[config.mk]
export PLATFORM = sky130hd
export DESIGN_NAME = bch_dec_err_monitor_flat
export DESIGN_NICKNAME = d
export VERILOG_FILES = /design/src/rtl/bch_dec_err_monitor_if.sv /design/src/rtl/bch_dec_err_monitor.sv /design/src/flat_wrapper.sv
export SDC_FILE = /design/constraint.sdc
export NUM_CORES = 1
export LEC_CHECK = 0
export BUFFER_PORTS_ARGS = -buffer_cell sky130_fd_sc_hd__buf_2
export CORE_ASPECT_RATIO = 0.6
export CORE_UTILIZATION = 45
export DETAILED_ROUTE_END_ITERATION = 8
export PLACE_DENSITY = 0.66
export RECOVER_POWER = 25
export SLEW_MARGIN = 20
export SYNTH_ARGS = -nofsm -noshare
export SYNTH_HDL_FRONTEND = slang
export SYNTH_SLANG_ARGS = --single-unit
[constraint.sdc]
create_clock -name clk -period 5.95 [get_ports clk]
set_input_delay 1.19 -clock clk [delete_from_list [all_inputs] [get_ports clk]]
set_output_delay 1.19 -clock clk [all_outputs]
set_load 0.1 [all_outputs]
[src/rtl/bch_dec_err_monitor_if.sv]
// Beat and result bundle between the decoder bench and the error monitor.
// The master drives decoder beats and expected bits; the slave reports results.
interface bch_dec_err_monitor_if #(
    parameter int PARALLELISM = 4,
    parameter int WERR_LEN    = 10,
    parameter int BERR_LEN    = 32,
    parameter int FERR_LEN    = 16,
    parameter int BEAT_LEN    = 10
);
    logic                   in_en;
    logic                   in_clear;
    logic                   in_start;
    logic [PARALLELISM-1:0] in_codeword;
    logic [PARALLELISM-1:0] in_expect;
    logic                   out_word_done;
    logic [WERR_LEN-1:0]    out_word_err;
    logic                   out_word_fail;
    logic [BERR_LEN-1:0]    out_total_bit_err;
    logic [FERR_LEN-1:0]    out_total_frame_err;
    logic [FERR_LEN-1:0]    out_word_cnt;
    logic [BEAT_LEN-1:0]    out_beat_cnt;
    logic                   out_len_err;
    logic                   out_all_done;

    modport master (
        output in_en, in_clear, in_start, in_codeword, in_expect,
        input  out_word_done, out_word_err, out_word_fail,
        input  out_total_bit_err, out_total_frame_err, out_word_cnt,
        input  out_beat_cnt, out_len_err, out_all_done
    );

    modport slave (
        input  in_en, in_clear, in_start, in_codeword, in_expect,
        output out_word_done, out_word_err, out_word_fail,
        output out_total_bit_err, out_total_frame_err, out_word_cnt,
        output out_beat_cnt, out_len_err, out_all_done
    );
endinterface

[src/rtl/bch_dec_err_monitor.sv]
// Aligns decoder beats to expected beats, counts per-word and total errors,
// checks codeword framing and stops once WORD_NUM words have been seen.
module bch_dec_err_monitor #(
    parameter int PARALLELISM = 4,
    parameter int CW_LEN      = 1020,
    parameter int WORD_NUM    = 100,
    parameter int WERR_LEN    = 10,
    parameter int BERR_LEN    = 32,
    parameter int FERR_LEN    = 16,
    parameter int BEAT_LEN    = 10
) (
    input logic                  clk,
    input logic                  in_Arst_n,
    bch_dec_err_monitor_if.slave mon
);
    localparam int BEATS = (CW_LEN + PARALLELISM - 1) / PARALLELISM;
    localparam int REM   = CW_LEN - (BEATS - 1) * PARALLELISM;

    typedef enum logic [1:0] {IDLE, RUN, FULL} state_t;

    state_t                 state;
    logic [WERR_LEN-1:0]    acc;
    logic [WERR_LEN-1:0]    bit_cnt;
    logic [WERR_LEN-1:0]    word_sum;
    logic [PARALLELISM-1:0] mask;
    logic [PARALLELISM-1:0] diff;
    logic                   fresh;
    logic                   last;
    logic [BERR_LEN:0]      bit_sum;
    logic [BERR_LEN-1:0]    tot_bit;
    logic [BERR_LEN-1:0]    tot_bit_nx;
    logic [FERR_LEN-1:0]    tot_fe;
    logic [FERR_LEN-1:0]    tot_fe_nx;
    logic [FERR_LEN-1:0]    wcnt;
    logic [FERR_LEN-1:0]    wcnt_nx;
    logic [BEAT_LEN-1:0]    beat_cnt;
    logic                   word_done;
    logic [WERR_LEN-1:0]    word_err;
    logic                   word_fail;
    logic                   len_err;
    logic                   all_done;

    // A start beat is always beat 0, whether from IDLE or a restart in RUN.
    always_comb begin
        fresh = mon.in_start || (state == IDLE);
        last  = fresh ? (BEATS == 1)
                      : (beat_cnt == BEAT_LEN'(BEATS - 1));
        for (int i = 0; i < PARALLELISM; i++) begin
            mask[i] = !last || (i < REM);
        end
        diff    = (mon.in_codeword ^ mon.in_expect) & mask;
        bit_cnt = '0;
        for (int i = 0; i < PARALLELISM; i++) begin
            bit_cnt = bit_cnt + WERR_LEN'(diff[i]);
        end
        word_sum   = (fresh ? '0 : acc) + bit_cnt;
        bit_sum    = {1'b0, tot_bit} + (BERR_LEN + 1)'(word_sum);
        tot_bit_nx = bit_sum[BERR_LEN] ? '1 : bit_sum[BERR_LEN-1:0];
        tot_fe_nx  = (word_sum != '0 && tot_fe != '1)
                   ? tot_fe + FERR_LEN'(1) : tot_fe;
        wcnt_nx    = (wcnt != '1) ? wcnt + FERR_LEN'(1) : wcnt;
    end

    always_ff @(posedge clk or negedge in_Arst_n) begin
        if (!in_Arst_n) begin
            state     <= IDLE;
            acc       <= '0;
            tot_bit   <= '0;
            tot_fe    <= '0;
            wcnt      <= '0;
            beat_cnt  <= '0;
            word_done <= 1'b0;
            word_err  <= '0;
            word_fail <= 1'b0;
            len_err   <= 1'b0;
            all_done  <= 1'b0;
        end else if (mon.in_clear) begin
            state     <= IDLE;
            acc       <= '0;
            tot_bit   <= '0;
            tot_fe    <= '0;
            wcnt      <= '0;
            beat_cnt  <= '0;
            word_done <= 1'b0;
            word_err  <= '0;
            word_fail <= 1'b0;
            len_err   <= 1'b0;
            all_done  <= 1'b0;
        end else begin
            word_done <= 1'b0;
            if (mon.in_en) begin
                unique case (state)
                    IDLE, RUN: begin
                        if (state == RUN || mon.in_start) begin
                            if (state == RUN && mon.in_start) begin
                                len_err <= 1'b1;
                            end
                            if (last) begin
                                word_done <= 1'b1;
                                word_err  <= word_sum;
                                word_fail <= (word_sum != '0);
                                tot_bit   <= tot_bit_nx;
                                tot_fe    <= tot_fe_nx;
                                wcnt      <= wcnt_nx;
                                acc       <= '0;
                                beat_cnt  <= '0;
                                if (wcnt_nx == FERR_LEN'(WORD_NUM)) begin
                                    all_done <= 1'b1;
                                    state    <= FULL;
                                end else begin
                                    state <= IDLE;
                                end
                            end else begin
                                acc      <= word_sum;
                                beat_cnt <= fresh ? BEAT_LEN'(1)
                                                  : beat_cnt + BEAT_LEN'(1);
                                state    <= RUN;
                            end
                        end
                    end
                    FULL: begin
                    end
                    default: state <= IDLE;
                endcase
            end
        end
    end

    assign mon.out_word_done       = word_done;
    assign mon.out_word_err        = word_err;
    assign mon.out_word_fail       = word_fail;
    assign mon.out_total_bit_err   = tot_bit;
    assign mon.out_total_frame_err = tot_fe;
    assign mon.out_word_cnt        = wcnt;
    assign mon.out_beat_cnt        = beat_cnt;
    assign mon.out_len_err         = len_err;
    assign mon.out_all_done        = all_done;
endmodule

[src/flat_wrapper.sv]
// flat-port wrapper written by rule: the top's interface ports become plain ports
module bch_dec_err_monitor_flat 
#(
    parameter int PARALLELISM = 4,
    parameter int CW_LEN      = 1020,
    parameter int WORD_NUM    = 100,
    parameter int WERR_LEN    = 10,
    parameter int BERR_LEN    = 32,
    parameter int FERR_LEN    = 16,
    parameter int BEAT_LEN    = 10
)
  (clk, in_Arst_n, mon_in_en, mon_in_clear, mon_in_start, mon_in_codeword, mon_in_expect, mon_out_word_done, mon_out_word_err, mon_out_word_fail, mon_out_total_bit_err, mon_out_total_frame_err, mon_out_word_cnt, mon_out_beat_cnt, mon_out_len_err, mon_out_all_done);
  bch_dec_err_monitor_if #(.PARALLELISM(PARALLELISM), .WERR_LEN(WERR_LEN), .BERR_LEN(BERR_LEN), .FERR_LEN(FERR_LEN), .BEAT_LEN(BEAT_LEN)) mon_i ();
  input logic clk;
  input logic in_Arst_n;
  input wire logic [$bits(mon_i.in_en)-1:0] mon_in_en;
  input wire logic [$bits(mon_i.in_clear)-1:0] mon_in_clear;
  input wire logic [$bits(mon_i.in_start)-1:0] mon_in_start;
  input wire logic [$bits(mon_i.in_codeword)-1:0] mon_in_codeword;
  input wire logic [$bits(mon_i.in_expect)-1:0] mon_in_expect;
  output wire logic [$bits(mon_i.out_word_done)-1:0] mon_out_word_done;
  output wire logic [$bits(mon_i.out_word_err)-1:0] mon_out_word_err;
  output wire logic [$bits(mon_i.out_word_fail)-1:0] mon_out_word_fail;
  output wire logic [$bits(mon_i.out_total_bit_err)-1:0] mon_out_total_bit_err;
  output wire logic [$bits(mon_i.out_total_frame_err)-1:0] mon_out_total_frame_err;
  output wire logic [$bits(mon_i.out_word_cnt)-1:0] mon_out_word_cnt;
  output wire logic [$bits(mon_i.out_beat_cnt)-1:0] mon_out_beat_cnt;
  output wire logic [$bits(mon_i.out_len_err)-1:0] mon_out_len_err;
  output wire logic [$bits(mon_i.out_all_done)-1:0] mon_out_all_done;
  assign mon_i.in_en = mon_in_en;
  assign mon_i.in_clear = mon_in_clear;
  assign mon_i.in_start = mon_in_start;
  assign mon_i.in_codeword = mon_in_codeword;
  assign mon_i.in_expect = mon_in_expect;
  assign mon_out_word_done = mon_i.out_word_done;
  assign mon_out_word_err = mon_i.out_word_err;
  assign mon_out_word_fail = mon_i.out_word_fail;
  assign mon_out_total_bit_err = mon_i.out_total_bit_err;
  assign mon_out_total_frame_err = mon_i.out_total_frame_err;
  assign mon_out_word_cnt = mon_i.out_word_cnt;
  assign mon_out_beat_cnt = mon_i.out_beat_cnt;
  assign mon_out_len_err = mon_i.out_len_err;
  assign mon_out_all_done = mon_i.out_all_done;
  bch_dec_err_monitor #(.PARALLELISM(PARALLELISM), .CW_LEN(CW_LEN), .WORD_NUM(WORD_NUM), .WERR_LEN(WERR_LEN), .BERR_LEN(BERR_LEN), .FERR_LEN(FERR_LEN), .BEAT_LEN(BEAT_LEN)) u_core (.clk(clk), .in_Arst_n(in_Arst_n), .mon(mon_i));
endmodule
## After elaboration in Yosys (flattened, before gate mapping)

Cells that the tools add are included.

- Equality and inequality tests: 8
- Add/sub/neg operators: 8
- Mux-type cells: 63
- Reductions and logical operators: 20
- Bitwise operators: 1

Operators by type and width:

| operator | number |
|---|---|
| 16-bit 2-to-1 mux | 12 |
| 32-bit 2-to-1 mux | 6 |
| 10-bit 2-to-1 mux | 17 |
| 32-bit by 10-bit adder with 33-bit output | 1 |
| 16-bit by 1-bit adder with 16-bit output, second input constant | 2 |
| 16-bit != test, second input constant | 2 |
| 1-bit 2-to-1 mux | 22 |
| 10-bit by 1-bit adder with 10-bit output | 2 |
| 16-bit by 7-bit equality test with 1-bit output, second input constant | 1 |
| 2-bit nonzero test | 7 |
| 10-bit by 1-bit adder with 10-bit output, second input constant | 1 |
| 10-bit adder | 1 |
| 10-bit by 8-bit equality test with 1-bit output, second input constant | 1 |
| 2-bit 2-to-1 mux | 5 |
| 5-bit AND reduction | 2 |
| 10-bit nonzero test | 1 |
| 4-bit AND reduction | 2 |
| 3-bit AND reduction | 2 |
| 2-bit case mux with 2 select lines | 1 |
| 4-bit bitwise XOR | 1 |
| 3-bit by 2-bit != test with 1-bit output, second input constant | 1 |
| 1-bit by 1-bit adder with 2-bit output | 1 |
| 2-bit by 1-bit equality test with 1-bit output, second input constant | 1 |
| 2-bit equality test, second input constant | 1 |
| other kinds (5) | 7 |

- Input port bits: 13
- Register bits: 100
- Output and inout bits: 88

## Longest topological paths before layout

Gate-level depths: netlist (run 1).

- Depth after elaboration: 13
- Gate-level depth with buffers: 22
- Mapped depth without buffers: 20

## Worst setup path before layout (run 1)

Ideal clock, no wire load.

- Kind: input to register
- From: in mon_in_expect[0]
- To: reg u_core.tot_bit[23] (netlist: u_core.mon.out_total_bit_err[23])
- Cell stages on the path: 21
- Setup slack: 573 ps
- Arrival time: 5,194 ps
- Required time: 5,767 ps
- Path buffers: 2
- Path through: xor2_1 ha_1 inv_1 fa_1 inv_1 ha_1 inv_1 fa_1 nor2b_1 o2111ai_1 xor2_1 nor2_1 ha_1 and3_1 a221o_1 a21oi_2 or2_0 buf_2 and2_1 buf_2 a311oi_1

- Word-level cells in the longest chain between the ends: 12

RTL lines:

| item | line | RTL |
|---|---|---|
| from (decl) | flat_wrapper.sv:20 | `input wire logic [$bits(mon_i.in_expect)-1:0] mon_in_expect;` |
| 4-bit bitwise XOR | bch_dec_err_monitor.sv:51 | `diff = (mon.in_codeword ^ mon.in_expect) & mask;` |
| 1-bit by 1-bit adder with 2-bit output | bch_dec_err_monitor.sv:54 | `bit_cnt = bit_cnt + WERR_LEN'(diff[i]);` |
| 10-bit by 1-bit adder with 10-bit output (2 in series) | bch_dec_err_monitor.sv:54 |  |
| 10-bit adder | bch_dec_err_monitor.sv:56 | `word_sum = (fresh ? '0 : acc) + bit_cnt;` |
| 32-bit by 10-bit adder with 33-bit output | bch_dec_err_monitor.sv:57 | `bit_sum = {1'b0, tot_bit} + (BERR_LEN + 1)'(word_sum);` |
| 32-bit 2-to-1 mux | bch_dec_err_monitor.sv:58 | `tot_bit_nx = bit_sum[BERR_LEN] ? '1 : bit_sum[BERR_LEN-1:0];` |
| 32-bit 2-to-1 mux | bch_dec_err_monitor.sv:98 | `if (last) begin` |
| 32-bit 2-to-1 mux | bch_dec_err_monitor.sv:94 | `if (state == RUN \|\| mon.in_start) begin` |
| 32-bit 2-to-1 mux | bch_dec_err_monitor.sv:92 | `unique case (state)` |
| 32-bit 2-to-1 mux | bch_dec_err_monitor.sv:91 | `if (mon.in_en) begin` |
| 32-bit 2-to-1 mux | bch_dec_err_monitor.sv:77 | `end else if (mon.in_clear) begin` |
| to (signal assigned) | bch_dec_err_monitor.sv:102 | `tot_bit <= tot_bit_nx;` |
| to (decl) | bch_dec_err_monitor.sv:30 | `logic [BERR_LEN-1:0] tot_bit;` |

Every way passes these cells. The select of a mux whose other input is x is not followed.
A chain may end at the register's enable or synchronous reset.

## Worst setup path after layout (run 1)

- From: in mon_in_expect[0]
- To: reg u_core.tot_bit[21] (netlist: u_core.mon.out_total_bit_err[21])

Same word-level chain as after synthesis.

==> summary.md, run 1 <==
| Metric | Value |
|---|---|
| Worst slack at placement | approximately 0.074 ns |
| VDD IR max | 0.000372 V |
| Avg Cell Area, Syn | about 9 sq um |
| Reg clk slew, reported paths | 0.07 ns |
| Worst R2R Start | u_core.state[1] |
| RePlAce Congestion | 0.936 |
| Clock tree sinks | 100 |
| Unrepaired setup endpoints after global routing | false |
| Synth Area in XOR/XNOR | 0.0408 |
| Post-synth cell types | between 60 and 70 |
| Metal2 WL | 6850 microns |
| # fillers | 1214 |
| GRT Overall Usage | 0.248 |
| Post-CTS setup buffer count | 0 |
| Peak fanout along the critical path | 13 |
| Worst Tran Pin Value | roughly 3.2 ns |
| Layout Nets | 788 |
| Asr flop ratio synth | 1.00 |
| Register bit total from synthesis | 100 |
| TNS Setup | 0 ns |
| Tot Pwr | 1.83 mW |
| Top routing layer in use | met4 |
| Largest family of logic cells by synthesized area | simple AND/OR/NAND/NOR gates |
| Min-Delay Startpoint | u_core.mon.out_word_err[4] |
| Die ar. | approximately 14000 sq um |
| Area leader, netlist | dfrtp_1 |
| Count leader, synth | dfrtp_1 |
| CTS Buf Count | 9 |
| Initial antenna violation count | 0 |
| Post-Layout Cell Count | 928 |
| Mapped cell area | 6010 sq um |
| YS warnings | 0 |
| Power Dens Cells | 263 nW/um^2 |
| Tcrit/Tclk final | 0.938 |
| H-tree Lvls | 3 |
| Hold Crit Class | flop to flop |
| Max cap viols | 1 |
| Tmin final | 5.58 ns |
| R2r endpoint | u_core.mon.out_total_bit_err[21] |
| Reg2Reg Setup Slack | 1.09 ns |
| Synth Net Count | 698 |
| Vias | 5535 |
| WP data arrival | 5.77 ns |
| Leakage | approximately 3.2 nW |
| CTS tree | built |
| Fin util | 0.539 |
| Area Overhead vs Synth | 16.0% |
| Largest net degree at the start of global routing | 67 |
| EDFF count, synth | 0 |
| Routed WL | 16200 microns |
| Std cell rows | 32 |
| Met3 routed WL | 1110 microns |
| Critical Path RT | 6.14 ns |
| Post-synth top area share | 0.416 |
| Seq/Total Area, Yosys | 0.416 |
| Startpoint Class | input port |
| Via density per instance | approximately 6.0 |
| Drt first-iter violations | 485 |
| Mux contribution to synthesized area | 0.0258 |
| Met1 WL | 8070 microns |
| Area taken by flip-flops and latches | 2500 sq um |
| Share of post-route cells with drive strength above 1 | 0.191 |
| Post-cts resize count | 0 |
| Slew Viols, Final | between 50 and 60 |
| Outcome | finished, violations left |
| Clock Skews | 0.00905 ns |
| Residual DRC | 0 |
| Clk_lat worst skew | 0.35 ns |
| Worst setup path class | input port to flop |
| Number of global-route vias before repair | roughly 5200 |
| Max Buffers Root-to-Sink | 2 |
| Final WS setup | 0.372 ns |
| Hold slack | approximately 0.47 ns |
| Synth Area in Simple Gates | 0.241 |
| Failing checks | capacitance limit, slew limit |
| Die extent in y | around 90 microns |
| IO buf count | 100 |
| Hold_buf cts | 0 |
| Synth cell count leaders | 100 x dfrtp_1, 68 x nand2_1, 66 x nor2_1, 40 x a21oi_1, 40 x o21ai_0 |
| Worst hold stages | 2 |
| Hold Fails Final Rpt | 0 |
| Placed Area | 6660 sq um |
| Endpoints failing setup | 0 |
| Post-DR wirelength/cell | 17.5 microns |
| Dpl cells | 912 |
| Multi-input logic area | 3310 sq um |
| Post-DRT Antenna Nets | 0 |
| CTS Root Cell | clkbuf_16 |
| Worst setup EP type | flop |
| Main synth FF type | dfrtp_1 |
| Final Cell Area | 6970 sq um |
| Max Freq | 179 MHz |
| R2r worst-path depth | 19 |
| Die width | 151 microns |
| Core ar. | 12900 sq um |
| Initial Utilization | 0.465 |
| Synth top area cells | dfrtp_1 42%, nand2_1 4.2%, nor2_1 4.1%, ha_1 4.0%, a21oi_1 3.3% |
| Post-DP HPWL | 11600 microns |
| ANT cells | 0 |
| Global-route wire length before repair | approximately 27000 microns |
| Adder-cell share of the synthesized area | 0.0496 |
| Synthesized instance count | 663 |
| 1st-pass router iterations | 5 |
| Hold worst-path end | u_core.mon.out_word_err[4] |
| Gr ovfl total | 0 |
| Complex-gate fraction of the synthesized area | 0.194 |
| Ports | 101 |
| Relative slew slack | -1.12 |
## worst max path at each step
stage,startpoint,to,cells after the start
after global routing,mon_in_expect[1],u_core.mon.out_total_bit_err[21],21
after CTS,mon_in_expect[0],u_core.mon.out_total_bit_err[21],21
final,mon_in_expect[0],u_core.mon.out_total_bit_err[21],21
after global placement,mon_in_expect[0],u_core.mon.out_total_bit_err[17],21
after floorplan,mon_in_expect[0],u_core.mon.out_total_bit_err[23],21
after detailed placement,mon_in_expect[0],u_core.mon.out_total_bit_err[17],21
## cells in the final DEF (no fill, tap or decap), types with 6 or more instances in the layout
cell / count
a22o_1: 11
o21ai_0: 40
nor4_1: 9
nand2_1: 68
nor2b_1: 12
xnor2_1: 15
a21oi_1: 40
xor2_1: 13
a311oi_1: 9
a211oi_1: 9
a31oi_1: 15
o31ai_1: 9
nand3_1: 23
o21a_1: 7
and4_1: 8
buf_2: 99
or3_1: 9
mux2_1: 8
nand4_1: 19
buf_4: 11
clkbuf_16: 9
dfrtp_1: 100
ha_1: 19
nor2_1: 66
and2_1: 10
and3_1: 14
nor3_1: 16
inv_1: 12
a21o_1: 6
## routing by layer
metal,GRT usage,up-vias
li1,-,2642
met1,0.385,2692
met2,0.349,185
met3,0.0462,16
met4,0.0600,0
met5,0,-
## sequential cells by signal, summed over array words and instances (netlist names)
name                            flops
u_core.state                        2
u_core.mon.out_word_fail            1
u_core.mon.out_beat_cnt            10
u_core.acc                         10
u_core.mon.out_word_err            10
u_core.mon.out_len_err              1
u_core.mon.out_word_done            1
u_core.mon.out_all_done             1
u_core.mon.out_total_frame_err     16
u_core.mon.out_word_cnt            16
u_core.mon.out_total_bit_err       32
## final cells by class
class	count	share of cell area
multi-input cells	518	0.475
flip-flops and latches	100	0.359
repair buffers	112	0.0842
clock buffers	9	0.0323
well taps	170	0.0305
clock inverters	7	0.0131
inverters	12	0.00646
## worst max-delay path, stage by stage
cell and delay, ns:
buf_2 0.10, xor2_1 0.15, ha_1 0.27, inv_1 0.05
fa_1 0.46, inv_1 0.06, ha_1 0.18, inv_1 0.06
fa_1 0.40, nor2b_1 0.26, o2111ai_1 0.16, xor2_1 0.26
nor2_1 0.10, ha_1 0.40, and3_1 0.20, o21ai_0 0.08
o21ai_0 0.24, nor3_1 0.13, nor4_4 0.50, and2_1 0.36
a311oi_1 0.14
## power breakdown
part | switching (mW) | internal [mW] | total (mW) | leakage, nW
logic | 0.356 | 0.106 | 0.462 | 1.70
clock network | 0.260 | 0.367 | 0.628 | 0.155
registers | 0.0344 | 0.706 | 0.741 | 1.38
## kinds of logic (layout without fill, tap and decap cells)
logic type | count (synthesis) | in the layout
and+or+nand+nor | 278 | 278
AOI/OAI and AO/OA | 176 | 176
DFF | 100 | 100
buffers and inverters | 45 | 140
xor gates and xnor gates | 28 | 28
adders and majority gates | 22 | 22
muxes | 14 | 14
No activity file was read; power rests on OpenSTA's default activity.
==> run 2: changes to the inputs <==
Settings changed: CORE_ASPECT_RATIO 0.6 to default.
Clock period 5.95 ns to 6.3 ns, I/O delays scaled along.
==> run 2 against run 1 <==
  * The run still ends with capacitance limit, slew limit left
  * Sequential power fell by 5.7%
  * Cell count did not move
  * Clock skew fell by 0.0021 ns
  * Critical endpoint is now u_core.mon.out_total_bit_err[23]
  * Critical path type unchanged
  * Worst hold slack improved by 0.0034 ns
  * Clock power rose by 4.9%
  * Non-clock buffer count fell by 2
  * Critical path depth fell by 2
==> summary.md, run 2 (synthesized netlist as in run 1, its figures left out) <==
| Metric | Value |
|---|---|
| Outcome | finished, violations left |
| Failing checks | capacitance limit, slew limit |
| Tmin final | 5.69 ns |
| Reg clk slew, reported paths | approximately 0.070 ns |
| Placed Area | about 6700 sq um |
| Worst Tran Pin Value | 2.98 ns |
| Relative slew slack | -0.986 |
| Endpoints failing setup | 0 |
| Core ar. | 12800 sq um |
| Via density per instance | 5.87 |
| Reg2Reg Setup Slack | 1.28 ns |
| Peak fanout along the critical path | 12 |
| Drt first-iter violations | 332 |
| Die extent in y | 118 microns |
| Post-DP HPWL | 10600 microns |
| Leakage | approximately 3.2 nW |
| Startpoint Class | input port |
| CTS Buf Count | 9 |
| Stages on worst setup path | 19 |
| Max cap viols | 2 |
| # fillers | ~1200 |
| GRT Overall Usage | 0.226 |
| Critical Path Start | mon_in_start |
| Hold_buf cts | 0 |
| Tcrit/Tclk final | 0.903 |
| Post-DR wirelength/cell | 16.3 microns |
| TNS Setup | 0 ns |
| Crit-path max cell delay | 0.45 ns |
| CTS Root Cell | clkbuf_16 |
| RePlAce Congestion | 0.894 |
| Min-Delay Startpoint | u_core.mon.out_word_err[5] |
| Unrepaired setup endpoints after global routing | false |
| R2r worst-path depth | 18 |
| Die width | 118 microns |
| Setup crit end | u_core.mon.out_total_bit_err[23] |
| Std cell rows | 41 |
| Area taken by flip-flops and latches | ~2500 sq um |
| Ports | 101 |
| Share of post-route cells with drive strength above 1 | 0.187 |
| Post-cts resize count | 0 |
| Dpl cells | 912 |
| Crit-path slowest cell | fa_1 |
| Vias | 5449 |
| ANT cells | 0 |
| Slew Viols, Final | 114 |
| Gr ovfl total | 0 |
| Hold Fails Final Rpt | 0 |
| Residual DRC | 0 |
| Die ar. | roughly 14000 sq um |
| Initial Utilization | 0.469 |
| Post-DRT Antenna Nets | 0 |
| R2r endpoint | u_core.mon.out_total_bit_err[23] |
| 1st-pass router iterations | 4 |
| Number of global-route vias before repair | between 5000 and 6000 |
| Largest net degree at the start of global routing | between 60 and 70 |
| Routed WL | 15100 microns |
| Worst R2R Start | u_core.state[1] |
| Most frequent cells in the layout | 100 x dfrtp_1, 98 x buf_2, 68 x nand2_1 |
| Critical Path RT | 6.38 ns |
| Hold Crit Class | flop to flop |
| Worst setup EP type | flop |
| Post-CTS setup buffer count | 0 |
| Crit path cell chain | buf_2, o21ba_2, nand2_1, fa_1, inv_1, ha_1, inv_1, fa_1, nor2b_1, o2111ai_1, xor2_1, nor2_1, ha_1, and3_1, a221o_1, a21oi_2, or2_0, and2_1, a311oi_1 |
| WP data arrival | 5.77 ns |
| Max Freq | 176 MHz |
| VDD IR max | ~0.00014 V |
| Final WS setup | 0.614 ns |
| Final Cell Area | 7000 sq um |
| Layout Nets | 786 |
| Worst slack at placement | 0.404 ns |
| CTS tree | built |
| Buffers & Inverters on Critical Path | 3 |
| Max Buffers Root-to-Sink | 2 |
| Global-route wire length before repair | 25700 microns |
| H-tree Lvls | 3 |
| Multi-input logic area | around 3300 sq um |
| Post-Layout Cell Count | 928 |
| Worst setup path class | input port to flop |
| Clock Skews | 0.00696 ns |
| IO buf count | 100 |
| Most common cell after layout, fill and taps aside | dfrtp_1 |
| Clock tree sinks | 100 |
| Power Dens Cells | 256 nW/um^2 |
| Initial antenna violation count | 0 |
| Area Overhead vs Synth | 16.4% |
| Critical path's top delay family | adder cells |
| Clk_lat worst skew | between 0.3 and 0.4 ns |
| Largest register FFs | 32 |
==> run 2: report_power, final <==
| part | leakage, nW | switching, mW | internal, mW |
|---|---|---|---|
| sequential | 1.38 | 0.0317 | 0.667 |
| combinational | 1.68 | 0.331 | 0.102 |
| clock | 0.172 | 0.247 | 0.412 |
==> run 2: final cells by class <==
cell class | count | share of cell area
repair buffers | 110 | 0.0810
clock buffers | 11 | 0.0361
flip-flops and latches | 100 | 0.358
clock inverters | 5 | 0.0152
multi-input cells | 518 | 0.473
inverters | 12 | 0.00644
well taps | 172 | 0.0308
==> run 2: metrics by stage <==
step	utilization	total power [mW]	hold WS, ns
after floorplan	-	1.05	0.465
after global placement	0.519	1.14	0.453
after detailed placement	0.519	1.14	0.468
after CTS	0.547	1.80	0.484
after global routing	0.546	1.87	0.528
final	0.546	1.79	0.478
==> run 2: tightest hold or removal path, stage by stage (launching register included) <==
cell	delay (ns)
dfrtp_1	0.34
nand2_1	0.05
o31ai_1	0.05
==> run 2: how the worst min path moves through the flow <==
stage                                 end  slack [ns]  cells after the start
6_report       u_core.mon.out_word_err[5]        0.48                      2
3_5_place_dp   u_core.mon.out_word_err[4]        0.47                      2
2_1_floorplan               u_core.acc[1]        0.46                      1
5_1_grt        u_core.mon.out_word_err[0]        0.53                      2
3_3_place_gp   u_core.mon.out_word_err[4]        0.45                      2
4_1_cts        u_core.mon.out_word_err[5]        0.48                      2
==> run 2: metal layers <==
metal,global-route usage,wire (microns),up-vias
met1,0.312,7300,2624
met5,0,0,-
met3,0.0320,721,26
met2,0.358,6750,166
met4,0.0873,315,0
li1,-,-,2633
